### src/rtl/serial_sub_ctrl.sv
// Bit-serial WIDTH-bit subtractor: diff = a - b, one bit per clock, LSB first.
// Start/busy/done handshake; the result is held until the next accepted start.
module serial_sub_ctrl #(
  parameter int WIDTH = 8,
  parameter int CNT_W = 4
) (
  input  logic             clk,
  input  logic             reset,
  input  logic             start,
  input  logic [WIDTH-1:0] a,
  input  logic [WIDTH-1:0] b,
  output logic             busy,
  output logic             done,
  output logic [WIDTH-1:0] diff,
  output logic             borrow_out
);

  typedef enum logic [1:0] {IDLE, RUN, DONE} state_t;

  state_t           state, state_nxt;
  logic [WIDTH-1:0] sh_a, sh_b, res;
  logic [CNT_W-1:0] cnt;
  logic             bor;
  logic             d, bor_nxt, last;

  // Single 1-bit full-subtractor cell shared by every bit position.
  assign d       = sh_a[0] ^ sh_b[0] ^ bor;
  assign bor_nxt = (~sh_a[0] & sh_b[0]) | (~(sh_a[0] ^ sh_b[0]) & bor);
  assign last    = (cnt == CNT_W'(WIDTH - 1));

  always_ff @(posedge clk or negedge reset) begin
    if (!reset) state <= IDLE;
    else        state <= state_nxt;
  end

  always_comb begin
    state_nxt = state;
    busy      = 1'b0;
    done      = 1'b0;
    case (state)
      IDLE: if (start) state_nxt = RUN;
      RUN: begin
        busy = 1'b1;
        if (last) state_nxt = DONE;
      end
      DONE: begin
        done      = 1'b1;
        state_nxt = IDLE;
      end
      default: state_nxt = IDLE;
    endcase
  end

  always_ff @(posedge clk or negedge reset) begin
    if (!reset) begin
      sh_a       <= '0;
      sh_b       <= '0;
      res        <= '0;
      cnt        <= '0;
      bor        <= 1'b0;
      diff       <= '0;
      borrow_out <= 1'b0;
    end else if (state == IDLE && start) begin
      sh_a <= a;
      sh_b <= b;
      bor  <= 1'b0;
      cnt  <= '0;
    end else if (state == RUN) begin
      // Result bits enter from the MSB so bit 0 lands at the LSB after WIDTH steps.
      sh_a <= {1'b0, sh_a[WIDTH-1:1]};
      sh_b <= {1'b0, sh_b[WIDTH-1:1]};
      res  <= {d, res[WIDTH-1:1]};
      cnt  <= cnt + CNT_W'(1);
      bor  <= bor_nxt;
      if (last) begin
        diff       <= {d, res[WIDTH-1:1]};
        borrow_out <= bor_nxt;
      end
    end
  end

endmodule

### config.mk
export PLATFORM = sky130hd
export DESIGN_NAME = serial_sub_ctrl
export DESIGN_NICKNAME = d
export VERILOG_FILES = /design/src/rtl/serial_sub_ctrl.sv
export SDC_FILE = /design/constraint.sdc
export NUM_CORES = 1
export LEC_CHECK = 0
export ABC_AREA = 1
export CORE_ASPECT_RATIO = 1.75
export CORE_MARGIN = 4
export CORE_UTILIZATION = 35
export DETAILED_ROUTE_END_ITERATION = 8
export GPL_ROUTABILITY_DRIVEN = 0
export PLACE_DENSITY = 0.71
export SLEW_MARGIN = 10
export SYNTH_ARGS = -nofsm -noshare
export SYNTH_HDL_FRONTEND = slang
export SYNTH_SLANG_ARGS = --single-unit
### constraint.sdc
create_clock -name clk -period 1.2 [get_ports clk]
set_clock_uncertainty 0.15 [all_clocks]
set_input_delay 0.36 -clock clk [delete_from_list [all_inputs] [get_ports clk]]
set_output_delay 0.36 -clock clk [all_outputs]
set_load 0.03 [all_outputs]
== After elaboration in Yosys (flattened, before gate mapping) ==
Index checks and enable logic that the tools add are counted.
Word-level totals
  logic and storage cells: 41
  bits in writable memories: 0
  register bits: 40
  bits in latches: 0
  bits in read-only memories: 0
  bits of input ports: 19
  memories kept: 0
Operators by class
  $add $sub $neg: 1
  multiplexer cells: 13
  order comparisons: 0
  reduce and logical (&&, ||, !) cells: 6
  $mul: 0
  divide/modulo/power cells: 0
  bitwise operators: 8
  equal/unequal tests: 5
  shifts and indexed selects: 0
Operators with widths (count)
  8-bit 2-to-1 mux: 4
  4-bit 2-to-1 mux: 2
  4-bit by 1-bit adder with 4-bit output (second input constant): 1
  4-bit by 3-bit == test with 1-bit output (second input constant): 1
  1-bit 2-to-1 mux: 4
  2-bit 2-to-1 mux: 2
  2-bit inequality test (second input constant): 2
  2-bit one-hot mux with 2 select lines: 1
  2-bit AND reduction: 2
  1-bit NOT: 3
  3-bit AND reduction: 1
  1-bit AND: 2
  2-bit by 1-bit == test with 1-bit output (second input constant): 1
  2-bit == test (second input constant): 1
  2-bit zero test: 1
  2-bit nonzero test: 1
  1-bit XOR: 2
  1-bit logical AND: 1
  1-bit bitwise OR: 1

== Logic depth before layout (Yosys ltp) ==
  word-level depth: 6
  gate-level depth with buffers: 8
  gate-level depth less buffers: 7

== Least setup slack after synthesis ==
No wires, ideal clock.
  path type: register to output
  start: register state[0]
  end: output port done
  buffers on the path: 0
  slack: -0.141 ns
  arrival time: 0.831 ns
  cell stages (with the launch flop): 2
  cell sequence: dfrtp_1 nor2_1
On the way
  word-level cells in the longest chain between the ends: 2
Ends and longest elaborated chain
  start: declaration: RTL line 20  | state_t state, state_nxt;
  start signal: assignment: RTL line 33  | else state <= state_nxt;
  2-bit == test: RTL line 40  | case (state)
  1-bit 2-to-1 mux: RTL line 40
  end: declaration: RTL line 13  | output logic done,
No other way between the ends.

== Final worst setup path ==
  start: register state[1]
  end: output port busy
On the way
  word-level cells in the longest chain between the ends: 2
Ends and longest elaborated chain
  2-bit by 1-bit == test with 1-bit output: RTL line 40
  1-bit 2-to-1 mux: RTL line 40
  end: declaration: RTL line 12  | output logic busy,
No other way between the ends.

==> metrics.txt <==
Die Span X 60.8 µm; clock slew at the register clock pins of the worst setup and hold paths 80 ps; register share of total power 33.8%; Area Growth Syn to Fin 47.0%; post-route minimum period 1530 ps; layer with the highest usage met2; GR Layer Usage met1 18.4%; Max Root-Sink Buffers 2; Setup WS post-layout -330 ps; Critical Path End busy; Fill cells 430; Max Cap Viol 0; Mapped Area approximately 1700 µm²; average routed wire per standard cell between 10 and 15 µm; element type at the critical path start flop; TritonCTS clock tree yes; clock power share 16.3%; FF-to-FF End diff[4]$_DFFE_PN0P_; aggregate global routing overflow 0; CTS root buf clkbuf_8; Vias/cell ~5; synth unique cells 20; DP Worst Slack -474 ps; RSZ-0062 raised after global routing yes; die area around 6100 µm²; layout cells sized above 1 33.3%; Hold WS 341 ps; fmax between 600 and 700 MHz; top cells by area, synth dfrtp_1 (57%), nand2_1 (13%), nand3_1 (9.4%); Combinational Power Share 49.9%; slack of the worst reg-to-reg path -190 ps; Worst-Margin Slew 347 ps; period utilisation layout 128%; router iterations before antenna repair 4; worst-path fanout max 3; Final setup viols 49; Final Hold Fails 0; FF-to-FF path depth 6; Synth top area share 57.1%; reg-to-reg startpoint cnt[0]$_DFFE_PN0P_; Required @ worst endpoint 690 ps; Core Box Area 4710 µm²; Arr. time, crit path 1020 ps; I/O Buffers 29; average size of a mapped cell 9.25 µm²; CTS buffer count 5; Boundary Pins 30; switch share 37.8%; H-Tree Depth 2; row count 33; max-slew violations 0; area leader, netlist dfrtp_1; largest net degree at the start of global routing 40; worst rel slew slack 76.9%; #FFs+latches synth 39; commonest cells after routing, fill and taps aside nand2_1 (52), dfrtp_1 (39), nand3_1 (32), buf_4 (19), buf_6 (18); grt met3 use 2.69%; synth warn 0; initial antenna violation count 0; aggregate routed wire length 3880 µm; post-synthesis sequential area ratio 57.1%; Int Power 4.07 mW; failing checks negative setup slack; Sw Pwr 2.47 mW; GRT Total Usage 14.4%; Multi-input gate area 689 µm²; commonest non-fill, non-tap cell in the layout nand2_1; DRC Markers 0; Critical Path Start state[1]$_DFFE_PN0P_; status finished with violations; post-DP HPWL 2290 µm; Clock Latency Late Sink 290 ps; HP Class reg -> reg; Synth Net Count 206; Leak 1.22 nW; DR vias 1467; met2 usage a little under a quarter; NumNets Final 267; first-pass GRT wire length 6560 µm; PD cells 2600 nW/µm²; worst IR drop on VDD 1.51 mV; CP Capture Type output pin; Antenna Nets Post-Route 0; CTS Sinks 39; Synth Instances around 190; CP Class reg -> out; register area 976 µm²; diode count 0; Starting DRT DRC Count 43; height of the die 100 µm; starting density of the core 36.3%; number of global-route vias before repair 1426
[state kept, by name, indices dropped and copies added, names as in the netlist]
register and cells:
diff 8, sh_a 8, sh_b 8, res 7, cnt 4, state 2
bor 1, borrow_out 1
[metal layers]
| layer | wire length (µm) | part of all wire [%] |
|---|---|---|
| met1 | 1570 | 41 |
| met2 | 2020 | 52 |
| met3 | 197 | 5.1 |
| met4 | 85 | 2.2 |
| met5 | 0 | 0 |
[power by group through the flow]
stage / combinational [mW] / clock, mW / sequential (mW)
floorplan: 1.42 / 0 / 2.41
global placement: 2.35 / 0 / 2.19
detailed placement: 2.39 / 0 / 2.20
CTS: 3.10 / 1.08 / 2.21
global route: 3.57 / 1.14 / 2.28
finish: 3.26 / 1.06 / 2.21
[Yosys cell counts (all sizes together)]
master / count
ha: 1
o22ai: 1
nor2: 6
a21oi: 1
dfrtp: 39
buf: 8
fa: 1
nand3: 32
o21ai: 18
inv: 15
nand2: 63
[kinds of logic after synthesis]
logic type / synth area share [%]
buf+inv: 7.10
fa+ha+maj: 1.90
compound gates: 7.68
flops: 57.1
simple gates: 26.3
[area by class of cell]
| type | count | area share (%) |
|---|---|---|
| Clock buffer | 5 | 2.74 |
| Multi-Input combinational cell | 125 | 27.4 |
| Sequential cell | 39 | 38.8 |
| Inverter | 15 | 2.44 |
| Timing Repair Buffer | 60 | 24.5 |
| Tap cell | 52 | 2.59 |
| Clock inverter | 2 | 1.49 |
[worst min path at each step]
stage                                     end  slack [ps]  cells past startpoint                from
after CTS                 diff[0]$_DFFE_PN0P_         340                      2  res[1]$_DFFE_PN0P_
after global placement    diff[5]$_DFFE_PN0P_         190                      2               reset
after global routing      diff[0]$_DFFE_PN0P_         370                      2  res[1]$_DFFE_PN0P_
final                      res[4]$_DFFE_PN0P_         340                      2  res[4]$_DFFE_PN0P_
after floorplan               bor$_DFFE_PN0P_         -90                      0               reset
after detailed placement  diff[4]$_DFFE_PN0P_         190                      2               reset
[timing repair]
action | in CTS | in global routing
setup buffers | 10 | 4
resized for setup | 37 | 10
hold buffers | 1 | 0
endpoints found under the setup margin | 43 | 50
gates cloned | 4 | 0
endpoints found under the hold margin | 39 | 0
pin swaps | 7 | 4
[worst max-delay path: stages, from the launching register on]
cell and delay [ps]:
dfrtp_1 390, inv_2 100, nand2_4 60, inv_4 70, buf_6 120
[stage by stage]
| step | total power, mW | utilization (%) | TNS [ps] | instance area [µm²] | instances |
|---|---|---|---|---|---|
| after floorplan | 3.83 | - | -949 | 1730 | 185 |
| after global placement | 4.54 | 44.8 | -9930 | 2110 | 274 |
| after detailed placement | 4.59 | 44.8 | -10530 | 2110 | 274 |
| after CTS | 6.39 | 52.4 | -6390 | 2470 | 295 |
| after global routing | 7.00 | 53.4 | -9270 | 2510 | 298 |
| final | 6.53 | 53.4 | -6480 | 2510 | 298 |
Power figures use the tool's default switching activity.
==> variant (same flow settings) <==
Reset style: synchronous (`reset`), changed in 2 clocked blocks.
--- a/src/rtl/serial_sub_ctrl.sv
+++ b/src/rtl/serial_sub_ctrl.sv
@@ -30,3 +30,3 @@
 
-  always_ff @(posedge clk or negedge reset) begin
+  always_ff @(posedge clk) begin
     if (!reset) state <= IDLE;
@@ -53,3 +53,3 @@
 
-  always_ff @(posedge clk or negedge reset) begin
+  always_ff @(posedge clk) begin
     if (!reset) begin
Behaviour: differs if reset is asserted again (counterexample within 4 cycles, from zero or initial values and one cycle with reset low); with reset held inactive, the same outputs for 10 cycles.
==> variant against the unedited design <==
  * The run still ends with negative setup slack left
  * First-iteration DRC count rose by 21%
  * Critical path depth fell by 1
  * Final area rose by 1.4%
  * Sequential share of layout area fell by 7.3 points
  * Maximum frequency rose by 2.6%
  * Sequential cell count did not move
  * Routed wire length rose by 14%
  * Die area rose by 3.7%
  * Setup slack improved by 0.039 ns
  * Area after synthesis rose by 4.2%
  * Critical path type unchanged
  * Largest cell class is now multi-input combinational cells
Power is not compared: it rests on default switching activity, and its combinational part moved more than twofold at a synthesized area within 25%.
==> variant: results (changes against the unedited design) <==
Timing:
- The sum of negative setup slack is -7.63 ns (was -6.48 ns).
- The number of setup violations in the final report is 50 (was 49).
- The final worst-path setup slack is -0.291 ns (was -0.330 ns).
- The final period demand of the worst path is 1.49 ns (was 1.53 ns).
- The final hold slack is 0.304 ns (was 0.341 ns).
- The max-slew headroom at the worst pin is 74.9% (was 76.9%).

Setup path:
- The setup slack on the worst flop-to-flop path is -0.21 ns (was -0.19 ns).
- The critical path launch point was state[0]$_SDFFE_PN0P_ (was state[1]$_DFFE_PN0P_).
- The critical register-to-register path startpoint is state[1]$_SDFFE_PN0P_ (was cnt[0]$_DFFE_PN0P_).
- The critical path arrival is 0.98 ns (was 1.02 ns).
- The capture instance of the worst register-to-register path was sh_b[5]$_SDFFE_PN0P_ (was diff[4]$_DFFE_PN0P_).
- The endpoint of the worst setup timing path is done (was busy).

Pwr:
- In this run, power in combinational logic comes to 0.483 mW.

Synthesis:
- Area contributors post-synth: sky130_fd_sc_hd__dfxtp_1, sky130_fd_sc_hd__nand2_1, sky130_fd_sc_hd__nand3_1 (was sky130_fd_sc_hd__dfrtp_1, sky130_fd_sc_hd__nand2_1, sky130_fd_sc_hd__nand3_1).
- The post-synthesis cell type count is 23 (was 20).
- Synth top cells by count: sky130_fd_sc_hd__nand2_1, sky130_fd_sc_hd__nand3_1, sky130_fd_sc_hd__dfxtp_1 (was sky130_fd_sc_hd__nand2_1, sky130_fd_sc_hd__dfrtp_1, sky130_fd_sc_hd__nand3_1).
- The synthesized net count came to 270 (was 206).
- The sequential element share of the synthesized area was 43.8% (was 57.1%).
- The primary flip-flop cell chosen by synthesis mapping is sky130_fd_sc_hd__dfxtp_1 (was sky130_fd_sc_hd__dfrtp_1).
- The fraction of registers with async set or reset after synthesis is 0% (was 100%).

Clock network:
- The post-CTS resize count was 37 (unchanged).
- The post-CTS clock slew at the launch and capture registers of the worst setup and hold paths is 0.08 ns (about the same).
- The number of post-CTS setup repair buffers is 5 (was 10).

Placed design:
- The placed standard-cell area is 2260 um^2 (was 2110 um^2).
- The HPWL reported at the end of detailed placement is 3010 um (was 2290 um).
- The post-placement cell count is 342 (was 274).
- The pre-CTS worst setup slack is -0.557 ns (was -0.474 ns).

Layout:
- The fraction of layout cells with a size suffix above 1 was 30.5% (was 33.3%).
- The fill cell total of the finished layout was 468 (was 430).
- The final-stage net count is 325 (was 267).

Run status:
- Violated checks: negative setup slack (unchanged).
- Result of the run: finished with violations (unchanged).

Route:
- The DRC marker count from the first detailed-route iteration is 52 (was 43).
- The routed length per instance is 12.3 um (was 13.0 um).
- The detailed-route vias per instance is 4.88 (was 4.92).
- The number of iterations in the first detailed-routing pass came to 5 (was 4).

Global route:
- The number of global-route vias before repair is 1730 (was 1426).
- The largest net degree at the start of global routing is 21 (was 40).
- The wire length of the first global-routing pass was 7330 um (was 6560 um).
- The total routing usage reported by global routing is 15.4% (was 14.4%).

Min path:
- The hold path endpoint is res[1]$_SDFFE_PN0P_ (was res[4]$_DFFE_PN0P_).
- The critical hold path startpoint is res[1]$_SDFFE_PN0P_ (was res[4]$_DFFE_PN0P_).
==> variant: kinds of logic after synthesis <==
kind of cell / count (synthesis) / synth area share [%]
buf+inv: 40 / 10.8
fa+ha+maj: 2 / 1.83
flops: 39 / 43.8
xor+xnor: 2 / 0.983
compound gates: 28 / 8.50
simple gates: 138 / 34.1
==> variant: critical path: stages, from the launching register on <==
cell and delay (ns):
sky130_fd_sc_hd__dfxtp_4 0.37, sky130_fd_sc_hd__buf_6 0.12, sky130_fd_sc_hd__nor2_4 0.07, sky130_fd_sc_hd__buf_6 0.13
==> variant: final cells by class <==
class                           count  share of cell area, %
Tap cell                           54                   2.65
Sequential cell                    39                   31.5
Timing Repair Buffer               62                   22.9
Clock buffer                        6                   3.68
Multi-Input combinational cell    171                   34.6
Inverter                           25                   4.07
Clock inverter                      2                  0.539
==> variant: per-layer routing <==
layer  GRT usage, %  wire, um  vias to the layer above
li1               -         -                      898
met3           3.29       196                       12
met2           26.6      2340                       45
met4           9.31       133                        0
met5              0         0                        -
met1           16.3      1740                      797
